$ cat src/rtl/mem_load_ctrl_pkg.sv
// Shared types and constants for the data-memory load sequencer.
// Size codes follow the cpu-wide BYTE/HALF_WORD/WORD encodings with DOUBLE as the fourth code.
package mem_load_ctrl_pkg;

    localparam int unsigned ROW_BYTES = 8;

    typedef enum logic [1:0] {
        BYTE      = 2'b00,
        HALF_WORD = 2'b01,
        WORD      = 2'b10,
        DOUBLE    = 2'b11
    } ld_size_t;

    typedef enum logic [2:0] {
        IDLE  = 3'd0,
        REQ0  = 3'd1,
        RSP0  = 3'd2,
        REQ1  = 3'd3,
        RSP1  = 3'd4,
        DONE  = 3'd5,
        DRAIN = 3'd6
    } load_state_t;

    function automatic logic [3:0] size_bytes(input logic [1:0] size);
        logic [3:0] n;
        case (size)
            BYTE:      n = 4'd1;
            HALF_WORD: n = 4'd2;
            WORD:      n = 4'd4;
            DOUBLE:    n = 4'd8;
            default:   n = 4'd8;
        endcase
        return n;
    endfunction

    // An access needs a second row when its last byte lies past the end of the first row.
    function automatic logic crosses_row(input logic [2:0] offset, input logic [1:0] size);
        return ({1'b0, offset} + size_bytes(size)) > 4'(ROW_BYTES);
    endfunction

endpackage

$ cat src/rtl/mem_load_ctrl_row_merge.sv
// Combinational merge of two consecutive memory rows: low 64 bits of {row1,row0} >> 8*offset.
module load_row_merge (
    input  logic [63:0] row0,
    input  logic [63:0] row1,
    input  logic [2:0]  offset,
    output logic [63:0] merged
);

    logic [5:0] sh_s;
    logic [6:0] up_sh_s;

    assign sh_s    = {offset, 3'b000};
    // At offset 0 the upper shift is 64, which yields zero and leaves row0 untouched.
    assign up_sh_s = 7'd64 - {1'b0, sh_s};
    assign merged  = (row0 >> sh_s) | (row1 << up_sh_s);

endmodule

$ cat src/rtl/mem_load_ctrl.sv
// Load-path sequencer: issues one or two aligned row reads per load, merges split rows,
// and hands the raw row plus size/extension/offset controls to writeback.
module mem_load_ctrl
    import mem_load_ctrl_pkg::*;
(
    input  logic        clk,
    input  logic        resetn,
    input  logic        ld_valid_i,
    output logic        ld_ready_o,
    input  logic [63:0] ld_addr_i,
    input  logic [1:0]  ld_byte_en_i,
    input  logic        ld_zero_extnd_i,
    input  logic [4:0]  ld_rd_idx_i,
    input  logic        flush_i,
    output logic        mem_req_o,
    output logic [63:0] mem_req_addr_o,
    input  logic        mem_req_ready_i,
    input  logic        mem_rsp_valid_i,
    input  logic [63:0] mem_rsp_data_i,
    output logic        wb_valid_o,
    input  logic        wb_ready_i,
    output logic [63:0] wb_data_o,
    output logic [1:0]  wb_byte_en_o,
    output logic        wb_zero_extnd_o,
    output logic [2:0]  wb_row_idx_o,
    output logic [4:0]  wb_rd_idx_o,
    output logic        stall_o
);

    load_state_t state_r;
    load_state_t state_s;

    logic        ld_ready_r;
    logic        stall_r;
    logic        mem_req_r;
    logic        wb_valid_r;
    logic [63:0] mem_req_addr_r;

    logic [63:0] addr_r;
    logic [1:0]  size_r;
    logic        zext_r;
    logic [4:0]  rd_r;
    logic        split_r;
    logic [63:0] row0_r;

    logic [63:0] wb_data_r;
    logic [1:0]  wb_byte_en_r;
    logic        wb_zext_r;
    logic [2:0]  wb_row_idx_r;
    logic [4:0]  wb_rd_idx_r;

    logic        accept_s;
    logic        row0_cap_s;
    logic        enter_req1_s;
    logic        enter_done_s;
    logic [63:0] merged_s;

    // Next-state logic; a flush with a handshake or response in the same cycle decides drain vs. idle.
    always_comb begin
        state_s = state_r;
        case (state_r)
            IDLE: begin
                if (ld_valid_i && !flush_i) state_s = REQ0;
                else                        state_s = IDLE;
            end
            REQ0, REQ1: begin
                if (flush_i) begin
                    if (mem_req_ready_i) state_s = DRAIN;
                    else                 state_s = IDLE;
                end else if (mem_req_ready_i) begin
                    state_s = (state_r == REQ0) ? RSP0 : RSP1;
                end else begin
                    state_s = state_r;
                end
            end
            RSP0, RSP1: begin
                if (flush_i) begin
                    if (mem_rsp_valid_i) state_s = IDLE;
                    else                 state_s = DRAIN;
                end else if (mem_rsp_valid_i) begin
                    state_s = (state_r == RSP0 && split_r) ? REQ1 : DONE;
                end else begin
                    state_s = state_r;
                end
            end
            DONE: begin
                if (flush_i || wb_ready_i) state_s = IDLE;
                else                       state_s = DONE;
            end
            DRAIN: begin
                if (mem_rsp_valid_i) state_s = IDLE;
                else                 state_s = DRAIN;
            end
            default: state_s = IDLE;
        endcase
    end

    assign accept_s     = (state_r == IDLE) && (state_s == REQ0);
    assign row0_cap_s   = (state_r == RSP0) && ((state_s == REQ1) || (state_s == DONE));
    assign enter_req1_s = (state_r == RSP0) && (state_s == REQ1);
    assign enter_done_s = (state_s == DONE) && (state_r != DONE);

    load_row_merge u_merge (
        .row0   (row0_r),
        .row1   (mem_rsp_data_i),
        .offset (addr_r[2:0]),
        .merged (merged_s)
    );

    // State register plus control outputs decoded from the next state so they leave a flop.
    always_ff @(posedge clk or negedge resetn) begin
        if (!resetn) begin
            state_r    <= IDLE;
            ld_ready_r <= 1'b1;
            stall_r    <= 1'b0;
            mem_req_r  <= 1'b0;
            wb_valid_r <= 1'b0;
        end else begin
            state_r    <= state_s;
            ld_ready_r <= (state_s == IDLE);
            stall_r    <= (state_s != IDLE);
            mem_req_r  <= (state_s == REQ0) || (state_s == REQ1);
            wb_valid_r <= (state_s == DONE);
        end
    end

    // Load capture, request address, first-row capture and writeback result registers.
    always_ff @(posedge clk or negedge resetn) begin
        if (!resetn) begin
            addr_r         <= 64'd0;
            size_r         <= 2'd0;
            zext_r         <= 1'b0;
            rd_r           <= 5'd0;
            split_r        <= 1'b0;
            row0_r         <= 64'd0;
            mem_req_addr_r <= 64'd0;
            wb_data_r      <= 64'd0;
            wb_byte_en_r   <= 2'd0;
            wb_zext_r      <= 1'b0;
            wb_row_idx_r   <= 3'd0;
            wb_rd_idx_r    <= 5'd0;
        end else begin
            if (accept_s) begin
                addr_r         <= ld_addr_i;
                size_r         <= ld_byte_en_i;
                zext_r         <= ld_zero_extnd_i;
                rd_r           <= ld_rd_idx_i;
                split_r        <= crosses_row(ld_addr_i[2:0], ld_byte_en_i);
                mem_req_addr_r <= {ld_addr_i[63:3], 3'b000};
            end
            if (row0_cap_s) begin
                row0_r <= mem_rsp_data_i;
            end
            // Next row address wraps naturally at the top of the address space.
            if (enter_req1_s) begin
                mem_req_addr_r <= {addr_r[63:3], 3'b000} + 64'(ROW_BYTES);
            end
            if (enter_done_s) begin
                wb_byte_en_r <= size_r;
                wb_zext_r    <= zext_r;
                wb_rd_idx_r  <= rd_r;
                if (state_r == RSP0) begin
                    wb_data_r    <= mem_rsp_data_i;
                    wb_row_idx_r <= addr_r[2:0];
                end else begin
                    wb_data_r    <= merged_s;
                    wb_row_idx_r <= 3'd0;
                end
            end
        end
    end

    assign ld_ready_o      = ld_ready_r;
    assign stall_o         = stall_r;
    assign mem_req_o       = mem_req_r;
    assign mem_req_addr_o  = mem_req_addr_r;
    assign wb_valid_o      = wb_valid_r;
    assign wb_data_o       = wb_data_r;
    assign wb_byte_en_o    = wb_byte_en_r;
    assign wb_zero_extnd_o = wb_zext_r;
    assign wb_row_idx_o    = wb_row_idx_r;
    assign wb_rd_idx_o     = wb_rd_idx_r;

endmodule

$ cat config.mk
export PLATFORM = sky130hd
export DESIGN_NAME = mem_load_ctrl
export DESIGN_NICKNAME = d
export VERILOG_FILES = /design/src/rtl/mem_load_ctrl_pkg.sv /design/src/rtl/mem_load_ctrl_row_merge.sv /design/src/rtl/mem_load_ctrl.sv
export SDC_FILE = /design/constraint.sdc
export NUM_CORES = 1
export LEC_CHECK = 0
export CAP_MARGIN = 20
export CORE_MARGIN = 5
export CORE_UTILIZATION = 36
export CTS_BUF_LIST = sky130_fd_sc_hd__clkbuf_4
export DETAILED_ROUTE_END_ITERATION = 10
export SLEW_MARGIN = 15
export SYNTH_ARGS = -nofsm -noshare
export SYNTH_HDL_FRONTEND = slang
export SYNTH_SLANG_ARGS = --single-unit
$ cat constraint.sdc
create_clock -name clk -period 4.2 [get_ports clk]
set_clock_uncertainty 0.15 [all_clocks]
set_input_delay 0.42 -clock clk [delete_from_list [all_inputs] [get_ports clk]]
set_output_delay 0.42 -clock clk [all_outputs]
set_load 0.01 [all_outputs]
==> reports/metrics.cfg, run 1 <==
[yosys]
async_flop_share_pct=100
synth.yosys.seq_area_share_pct=43.3
synth_area_leader_cell=dfrtp_1
synth_edf_count=0
yosysWarnings=0
synth_top_area_share_pct=43.1
ys.flop_type=dfrtp_1
yosys-top-cells-count=nand2_1, dfrtp_1, o21ai_0
synth_area_um2=16200
post_synth.cell_area_avg_um2=8.58
yosysUniqueCellTypes=76
yosysMostFrequentCell=nand2_1
ys_seq_elements=280
netlist_instances=1887
synth.area.top_cells=dfrtp_1, nand2_1, mux2i_1, o21ai_0, mux2_2

[sta]
setup_viol=0
worstMarginPinSlew_ns=0.926
period_minus_slack_ns=3.28
hold_slack_ns=0.0719
rsz0062_at_grt=no
finalSetupTns_ns=0
period_share_pct=78.2
slew_headroom_pct=38.2
max_clock_freq_ghz=0.305
drv_slew=0
hold_viol_final=0

[flow_run]
drv_cap=0

[cts]
cts_sinks=280
clk_latency_ns=0.83
htreeDepth=3
clk_pin_slew_worst_paths_ns=0.07
cts_buffer_depth=3
cts_buffers=83
cts_resized=0
cts-root-buf=clkbuf_4
cts_tree=built

[floorplan]
die_h_um=222
die_w_um=222
pin_count=286
dieArea_um2=49300
row_count=77
initial_core_util_pct=36.5
core_um2=44300

[routing]
postRouteAntennaNets=0
drt-pass1-iter-count=5
vias_per_cell=5.47
via_count=15700
drt-total-wl_mm=62.9
dr_wl_met2_mm=29.6
top_layer_used=met5
drt_iter0_markers=1401
wl_met1_mm=25.6
wl_per_cell_um=21.9
wl_met3_mm=4.48
drc=0

[grt]
grt_pass1_vias=16000
grt_max_degree=137
grt_overflow=0
grt_usage_pct=25.0
antenna_found_initial=13
grt_pass1_wl_mm=97.3

[power_and_ir_drop]
leakage_uw=0.00957
finalPower_uw=17100
ir_drop_uv=533
p_per_area_nw_per_um2=805

[place]
io_buffers=282
place.gp.congestion=0.942
hpwlAfterDp_mm=44.6

[final_layout]
post-route-util_pct=48.0
layout-drive-gt1-share_pct=12.0
nFillCells=4332
fin_nets=2366
area_growth_pct=31.3

[worst_setup_path]
critPathKind=reg -> reg
critPathMaxStageDelay_ns=0.83
slowest_stage=nor3b_2
r2r_slack_ns=0.92
start_kind=flop
critPathRequiredTime_ns=4.72
reg2reg_depth=8
r2r_end=wb_data_o[35]
critPathArrivalTime_ns=3.81
worst-path-max-fanout=19
worstReg2RegStart=addr_r[1]
cp_cell_sequence=inv_1, ha_4, nor2_1, a21bo_2, nor3b_2, a22o_1, o22ai_1, o21ai_0
end_kind=flop

[status]
status=finished clean

[hold_path]
hold_path.class=in -> async

flip-flops by register name, indices dropped and copies added, names as in the netlist:
| register | cells |
|---|---|
| rd_r | 5 |
| ld_ready_o | 1 |
| wb_valid_o | 1 |
| stall_o | 1 |
| zext_r | 1 |
| size_r | 2 |
| wb_zero_extnd_o | 1 |
| wb_byte_en_o | 2 |
| addr_r | 64 |
| split_r | 1 |
| wb_rd_idx_o | 5 |
| mem_req_o | 1 |
| state_r | 3 |
| row0_r | 64 |
| wb_row_idx_o | 3 |
| wb_data_o | 64 |
| mem_req_addr_o | 61 |
routing by layer:
layer / global-route usage (%) / up-vias
met3: 6.66 / 160
li1: - / 7288
met4: 12.3 / 10
met5: 0 / -
met1: 31.0 / 7628
met2: 40.5 / 654
what timing repair did:
action,4_1_cts,5_1_grt
hold endpoints to repair,349,0
buffers inserted,0,0
hold buffers,59,0
layout make-up:
class	instances	area (µm²)	area share [%]
clock buffers	119	893	4.20
repair buffers	378	3770	17.7
multi-input cells	1457	8610	40.5
flip-flops and latches	280	7010	33.0
clock inverters	27	155	0.730
inverters	17	63.8	0.300
well taps	592	741	3.48
diodes	7	17.5	0.0824
through the flow:
stage	setup slack [ns]	cell area, µm²	instances
finish	0.917	21300	2877
global route	0.706	21300	2874
CTS	0.957	21200	2870
detailed placement	1.02	19600	2665
global placement	1.13	19600	2665
floorplan	1.11	16200	1889
cell families (layout without fill, tap and decap cells):
family | Yosys count | in the layout | share of synthesized area [%]
xor gates and xnor gates | 61 | 61 | 3.35
and+or+nand+nor | 850 | 850 | 22.9
DFF | 280 | 280 | 43.3
other | 1 | 10 | 0.0232
adders and majority gates | 6 | 6 | 0.510
AOI/OAI and AO/OA | 382 | 382 | 15.1
buffers and inverters | 152 | 541 | 3.97
muxes | 155 | 155 | 10.8
critical path: cells and delay by family (launching register included):
| family | cells | cell delay, ns |
|---|---|---|
| AOI/OAI and AO/OA | 4 | 0.97 |
| and+or+nand+nor | 2 | 0.92 |
| DFF | 1 | 0.64 |
| adders and majority gates | 1 | 0.23 |
| buffers and inverters | 1 | 0.22 |
where the power goes:
part           switching (µW)  leakage, µW  internal (µW)  total (µW)
clock network            1280     0.000617           1370        2650
registers                1280      0.00352           3940        5220
logic                    5120      0.00544           4130        9240
total                    7670      0.00957           9440       17100
worst max-delay path by stage:
stage / endpoint / cells past startpoint / slack, ns / from
floorplan: wb_data_o[0] / 11 / 1.11 / addr_r[0]
global placement: wb_data_o[51] / 10 / 1.13 / addr_r[1]
detailed placement: wb_data_o[51] / 10 / 1.02 / addr_r[1]
CTS: wb_data_o[35] / 8 / 0.96 / addr_r[1]
global route: wb_data_o[35] / 8 / 0.71 / addr_r[1]
finish: wb_data_o[35] / 8 / 0.92 / addr_r[1]
layout by cell type, fill, tap and decap left out, types with 8 or more instances in the layout:
| cell | netlist | final |
|---|---|---|
| clkbuf_4 | 0 | 119 |
| o21ai_0 | 127 | 127 |
| a21oi_1 | 58 | 58 |
| nand4_1 | 13 | 13 |
| a221oi_1 | 14 | 14 |
| nor2b_1 | 13 | 13 |
| mux2i_1 | 97 | 97 |
| a21o_1 | 12 | 12 |
| nand2_1 | 594 | 593 |
| o22ai_1 | 30 | 30 |
| a31oi_1 | 12 | 12 |
| nand3_1 | 27 | 25 |
| inv_1 | 16 | 16 |
| clkinv_1 | 0 | 17 |
| mux4_2 | 11 | 11 |
| dlygate4sd3_1 | 0 | 59 |
| o31ai_1 | 8 | 8 |
| dfrtp_1 | 279 | 277 |
| mux2_2 | 47 | 47 |
| and3_1 | 25 | 24 |
| a22oi_1 | 26 | 26 |
| o2bb2ai_1 | 9 | 9 |
| nor3_1 | 32 | 31 |
| buf_4 | 7 | 31 |
| a211oi_1 | 16 | 16 |
| clkdlybuf4s50_1 | 0 | 281 |
| xnor2_1 | 36 | 35 |
| xor2_1 | 24 | 24 |
| o211ai_1 | 24 | 24 |
| nor2_1 | 96 | 95 |
(Power assumes the default switching activity.)
==> inputs of run 2 (changes only) <==
Clock period 4.2 ns to 2.8 ns, I/O delays scaled along.
==> run 2 against run 1 <==
Net effect: global-route usage is essentially flat; die area stayed put; routed wire length rose by 0.94%; sequential power is 48% higher; critical endpoint unchanged.
==> reports/metrics.cfg, run 2 (synthesis results as in run 1) <==
[final_layout]
mostFrequentLayoutCells=nand2_1, clkdlybuf4s50_1, dfrtp_1  ; unchanged
fin_nets=2464  ; was 2366
nFillCells=4242  ; was 4332
final_common_cell=nand2_1  ; unchanged
final_area_um2=22300  ; was 21300 µm²
area_growth_pct=37.7  ; was 31.3%
post-route-util_pct=50.3  ; was 48.0%
layout-drive-gt1-share_pct=14.1  ; was 12.0%

[worst_setup_path]
cp-endpoint=wb_data_o[35]  ; unchanged
worst-path-max-fanout=12  ; was 19
worstReg2RegStart=addr_r[0]  ; was addr_r[1]
r2r_end=wb_data_o[35]  ; unchanged
critical_path.most_common_cell=o21ai_0
critPathBufInv=2  ; was 1
reg2reg_depth=9  ; was 8
critPathRequiredTime_ns=3.26  ; was 4.72 ns
cp_top_family=compound AO/OA/AOI/OAI gates  ; unchanged
path_depth=9  ; was 8
critPathMaxStageDelay_ns=0.44  ; was 0.83 ns
slowest_stage=dfrtp_4  ; was nor3b_2
end_kind=flop  ; unchanged
start_kind=flop  ; unchanged
cp_cell_sequence=inv_2, ha_4, buf_12, mux2_2, nand2_1, o21ai_0, a22o_1, o22ai_1, o21ai_0  ; was inv_1, ha_4, nor2_1, a21bo_2, nor3b_2, a22o_1, o22ai_1, o21ai_0
critPathArrivalTime_ns=3.19  ; was 3.81 ns
critPathLaunch=addr_r[0]  ; was addr_r[1]
r2r_slack_ns=0.07  ; was 0.92 ns
critPathKind=reg -> reg  ; unchanged

[sta]
worstMarginPinSlew_ns=0.859  ; was 0.926 ns
hold_slack_ns=0.110  ; was 0.0719 ns
drv_slew=0  ; unchanged
period_share_pct=97.4  ; was 78.2%
setup_viol=0  ; unchanged
period_minus_slack_ns=2.73  ; was 3.28 ns
hold_viol_final=0  ; unchanged
rsz0062_at_grt=no  ; unchanged
slew_headroom_pct=42.5  ; was 38.2%
post-route-worst-setup-slack_ns=0.0737  ; was 0.917 ns
max_clock_freq_ghz=0.367  ; was 0.305 GHz

[cts]
clk_pin_slew_worst_paths_ns=0.07  ; about the same
cts_buffers=80  ; was 83
cts-root-buf=clkbuf_4  ; unchanged
cts_buffer_depth=3  ; unchanged
cts_sinks=280  ; unchanged
cts_tree=built  ; unchanged
htreeDepth=3  ; unchanged
clk_latency_ns=0.81  ; was 0.83 ns

[routing]
drt-pass1-iter-count=5  ; unchanged
postRouteAntennaNets=0  ; unchanged
wl_per_cell_um=21.4  ; was 21.9 µm
vias_per_cell=5.38  ; was 5.47
via_count=16000  ; was 15.7k
drt_iter0_markers=1378  ; was 1401
drt-total-wl_mm=63.5  ; was 62.9 mm
drc=0  ; unchanged

[power_and_ir_drop]
power_frac_clock_pct=15.1  ; was 15.5%
leakage_uw=0.0101  ; was 0.00957 µW
ir_drop_uv=624  ; was 533 µV
p_switching_uw=11900  ; was 7670 µW
p_per_area_nw_per_um2=1210  ; was 805 nW/µm²
p_seq_share_pct=28.5  ; was 30.5%
power_frac_comb_pct=56.4  ; was 54.0%
intPower_uw=15200  ; was 9440 µW
finalPower_uw=27100  ; was 17100 µW
sw_frac_of_total_pct=44.0  ; was 44.8%

[floorplan]
core_um2=44300  ; unchanged
row_count=77  ; unchanged
dieArea_um2=49300  ; unchanged
die_w_um=222  ; unchanged
pin_count=286  ; unchanged
initial_core_util_pct=36.5  ; unchanged
die_h_um=222  ; unchanged

[grt]
grt_pass1_vias=16100  ; was 16.0k
grt_max_degree=141  ; was 137
grt_overflow=0  ; unchanged
grt_pass1_wl_mm=98.2  ; was 97.3 mm
antenna_found_initial=5  ; was 13
grt_usage_pct=25.1  ; was 25.0%

[hold_path]
hold_path.class=in -> reg  ; was in -> async

[status]
status=finished clean  ; unchanged

[place]
placed_area_um2=20200  ; was 19600 µm²
place.gp.congestion=0.956  ; was 0.942
hpwlAfterDp_mm=44.8  ; was 44.6 mm
io_buffers=282  ; unchanged
pre_cts_slack_ns=0.0988  ; was 1.02 ns

[flow_run]
drv_cap=0  ; unchanged

[run 2: layout make-up]
type | count | area [µm²] | share of cell area [%]
inverter | 17 | 63.8 | 0.286
timing repair buffer | 479 | 4800 | 21.5
sequential | 280 | 7010 | 31.4
tap | 592 | 741 | 3.32
clock inverter | 24 | 175 | 0.785
multi-input combinational | 1457 | 8610 | 38.6
clock buffer | 118 | 886 | 3.97
antenna | 4 | 10.0 | 0.0449
[run 2: stage by stage]
stage               cells  TNS (ns)
finish               2971         0
global route         2971         0
CTS                  2965         0
detailed placement   2726         0
global placement     2726         0
floorplan            1889  -0.00512
[run 2: layer usage]
metal | global-route usage (%) | vias to the layer above | share of wire (%) | wire, µm
met2 | 38.7 | 674 | 45 | 28600
met4 | 9.09 | 4 | 3.6 | 2280
li1 | - | 7484 | - | -
met5 | 0 | - | 0.036 | 23
met1 | 34.2 | 7707 | 44 | 27800
met3 | 6.43 | 120 | 7.4 | 4690
[run 2: how the worst min path moves through the flow]
stage / startpoint / cells after the start / to
finish: mem_rsp_data_i[50] / 4 / row0_r[50]
global route: mem_rsp_data_i[62] / 3 / row0_r[62]
CTS: mem_rsp_data_i[31] / 3 / row0_r[31]
detailed placement: resetn / 1 / wb_data_o[27]
global placement: resetn / 1 / wb_data_o[27]
floorplan: resetn / 0 / addr_r[0]
[run 2: repair_timing]
item                                   CTS  global route
setup endpoints to repair                0            10
gates resized for setup                  0             3
endpoints found under the hold margin  427             0
hold buffers                            97             0
setup buffers                            0             2
[run 2: power by group through the flow]
stage               Clock [µW]  Sequential [µW]  Combinational [µW]
floorplan                    0             7540                8360
global placement             0             7680               14900
detailed placement           0             7720               15000
CTS                       4240             7690               15100
global route              4490             7940               16500
finish                    4090             7700               15300
[run 2: worst reg2reg max path, stage by stage, from the launching register on]
cell,delay (ns)
dfrtp_4,0.44
inv_2,0.07
ha_4,0.42
buf_12,0.15
mux2_2,0.36
nand2_1,0.08
o21ai_0,0.10
a22o_1,0.21
o22ai_1,0.42
o21ai_0,0.14
==> inputs of run 3 (changes only) <==
Settings changed: TNS_END_PERCENT set to 30.
==> run 3 against run 2 <==
Net effect: worst hold slack worse by 0.021 ns; non-clock buffer count rose by 2; design area down 0.15%; routed wire length is 0.22% lower; worst setup slack improved by 0.012 ns; final cell count barely moved; sequential power about the same; first-iteration DRC count is 7.1% higher; utilization fell by 0.076 points; combinational power is essentially flat; die area is the same; critical endpoint is now wb_data_o[58]; largest cell class unchanged; largest power group unchanged.
==> reports/metrics.cfg, run 3 (synthesis results as in run 1) <==
[sta]
slew_headroom_pct=45.7  ; was 42.5%
hold_viol_final=0  ; unchanged
worstMarginPinSlew_ns=0.811  ; was 0.859 ns
rsz0062_at_grt=no  ; unchanged
period_minus_slack_ns=2.71  ; was 2.73 ns
setup_viol=0  ; unchanged
post-route-worst-setup-slack_ns=0.0859  ; was 0.0737 ns
max_clock_freq_ghz=0.368  ; was 0.367 GHz
period_share_pct=96.9  ; was 97.4%
drv_slew=0  ; unchanged

[cts]
cts_sinks=280  ; unchanged
cts_buffer_depth=3  ; unchanged
cts_buffers=78  ; was 80
cts-root-buf=clkbuf_4  ; unchanged
htreeDepth=3  ; unchanged
clk_pin_slew_worst_paths_ns=0.06  ; was 0.07 ns
clk_latency_ns=0.80  ; was 0.81 ns
post-cts-setup-buffer-count=0  ; unchanged
cts_tree=built  ; unchanged

[routing]
vias_per_cell=5.37  ; was 5.38
wl_per_cell_um=21.3  ; was 21.4 µm
postRouteAntennaNets=0  ; unchanged
drt-pass1-iter-count=5  ; unchanged
via_count=15900  ; was 16.0k
drc=0  ; unchanged
drt_iter0_markers=1476  ; was 1378
drt-total-wl_mm=63.3  ; was 63.5 mm

[grt]
antenna_found_initial=7  ; was 5
grt_pass1_wl_mm=97.6  ; was 98.2 mm
grt_pass1_vias=15900  ; was 16.1k
grt_use_met2_pct=38.1  ; was 38.7%
grt_max_degree=94  ; was 141
grt_use_met1_pct=34.2  ; about the same
grt_use_met3_pct=6.96  ; was 6.43%
grt.busiest_layer=met2  ; unchanged
grt_overflow=0  ; unchanged
grt_usage_pct=25.0  ; was 25.1%

[hold_path]
hold_depth=3  ; was 4
min_to=row0_r[55]  ; was row0_r[50]
min-delay-start=mem_rsp_data_i[55]  ; was mem_rsp_data_i[50]
hold_path.class=in -> reg  ; unchanged

[worst_setup_path]
critPathRequiredTime_ns=3.33  ; was 3.26 ns
r2r_end=wb_data_o[58]  ; was wb_data_o[35]
start_kind=flop  ; unchanged
worst-path-max-fanout=16  ; was 12
worstReg2RegStart=addr_r[0]  ; unchanged
reg2reg_depth=9  ; unchanged
end_kind=flop  ; unchanged
r2r_slack_ns=0.09  ; was 0.07 ns
critPathArrivalTime_ns=3.24  ; was 3.19 ns
critPathKind=reg -> reg  ; unchanged

[final_layout]
fin_nets=2464  ; unchanged
area_growth_pct=37.5  ; was 37.7%
regArea_um2=7010  ; unchanged
layout-drive-gt1-share_pct=14.1  ; about the same
mostFrequentLayoutCells=nand2_1, clkdlybuf4s50_1, dfrtp_1  ; unchanged
nFillCells=4170  ; was 4242
instances_no_fill=2972  ; was 2971
final_common_cell=nand2_1  ; unchanged
multi_input_area_um2=8610  ; about the same

[floorplan]
die_w_um=222  ; unchanged
core_um2=44300  ; unchanged
pin_count=286  ; unchanged
dieArea_um2=49300  ; unchanged
die_h_um=222  ; unchanged
initial_core_util_pct=36.5  ; unchanged
row_count=77  ; unchanged

[flow_run]
drv_cap=0  ; unchanged

[place]
place.gp.congestion=1.00  ; was 0.956
io_buffers=282  ; unchanged
pre_cts_slack_ns=0.103  ; was 0.0988 ns
dp_cells=2733  ; was 2726
hpwlAfterDp_mm=45.1  ; was 44.8 mm

[power_and_ir_drop]
ir_drop_uv=739  ; was 624 µV
leakage_uw=0.0101  ; about the same
p_per_area_nw_per_um2=1200  ; was 1210 nW/µm²

[status]
status=finished clean  ; unchanged

==> run 3: cell count changes in the layout (fill, tap and decap cells not counted), sizes merged <==
cell,before,now
buf,101,106
clkinv,19,21
clkinvlp,1,2
diode,4,5
dlygate4sd3,97,94
bufinv,3,1
clkbuf,118,116
inv,18,17
==> run 3: critical path, cell delays in order (launching register included) <==
cell and delay [ns]:
dfrtp_4 0.50, inv_1 0.14, ha_4 0.18, xnor2_1 0.11, buf_4 0.30, mux4_2 0.24, nor2_1 0.04, a2111oi_1 0.63
a221oi_1 0.12, o21ai_0 0.18
==> run 3: worst max path at each step <==
stage | from | to | slack [ns] | cells after the start
6_report | addr_r[0] | wb_data_o[58] | 0.09 | 9
5_1_grt | addr_r[0] | wb_data_o[52] | 0.004 | 9
4_1_cts | addr_r[0] | wb_data_o[42] | 0.04 | 9
3_5_place_dp | ld_byte_en_i[1] | split_r | 0.10 | 7
3_3_place_gp | addr_r[0] | wb_data_o[42] | 0.11 | 9
2_1_floorplan | addr_r[0] | wb_data_o[24] | -0.01 | 13
==> run 3: final cells by class <==
class | instances | area share [%]
Antenna cell | 5 | 0.0562
Tap cell | 592 | 3.33
Timing Repair Buffer | 481 | 21.6
Multi-Input combinational cell | 1457 | 38.7
Clock inverter | 24 | 0.629
Sequential cell | 280 | 31.5
Clock buffer | 116 | 3.91
Inverter | 17 | 0.287
==> run 3: layer usage <==
metal | vias up | part of all wire (%)
met2 | 727 | 44
li1 | 7462 | -
met3 | 113 | 8.6
met5 | - | 0.030
met4 | 4 | 3.8
met1 | 7640 | 43
==> run 3: where the power goes <==
part	total, µW	internal (µW)	switching, µW
Sequential	7730	5910	1820
Clock	3880	2000	1880
Combinational	15200	6990	8160
==> run 3: metrics by stage <==
step / util (%) / hold slack, ns / total power (µW) / instance area, µm² / TNS, ns
floorplan: - / -0.166 / 15900 / 16200 / -0.0758
global placement: 45.8 / 0.210 / 22500 / 20300 / 0
detailed placement: 45.8 / 0.217 / 22600 / 20300 / 0
CTS: 50.2 / 0.00105 / 26800 / 22200 / 0
global route: 50.2 / 0.0276 / 28500 / 22300 / 0
finish: 50.3 / 0.0891 / 26800 / 22300 / 0
==> run 3: timing repair <==
| item | in CTS | in global routing |
|---|---|---|
| hold endpoints to repair | 426 | 0 |
| hold buffers | 94 | 0 |
| setup endpoints to repair | 0 | 6 |
| gates resized for setup | 0 | 4 |
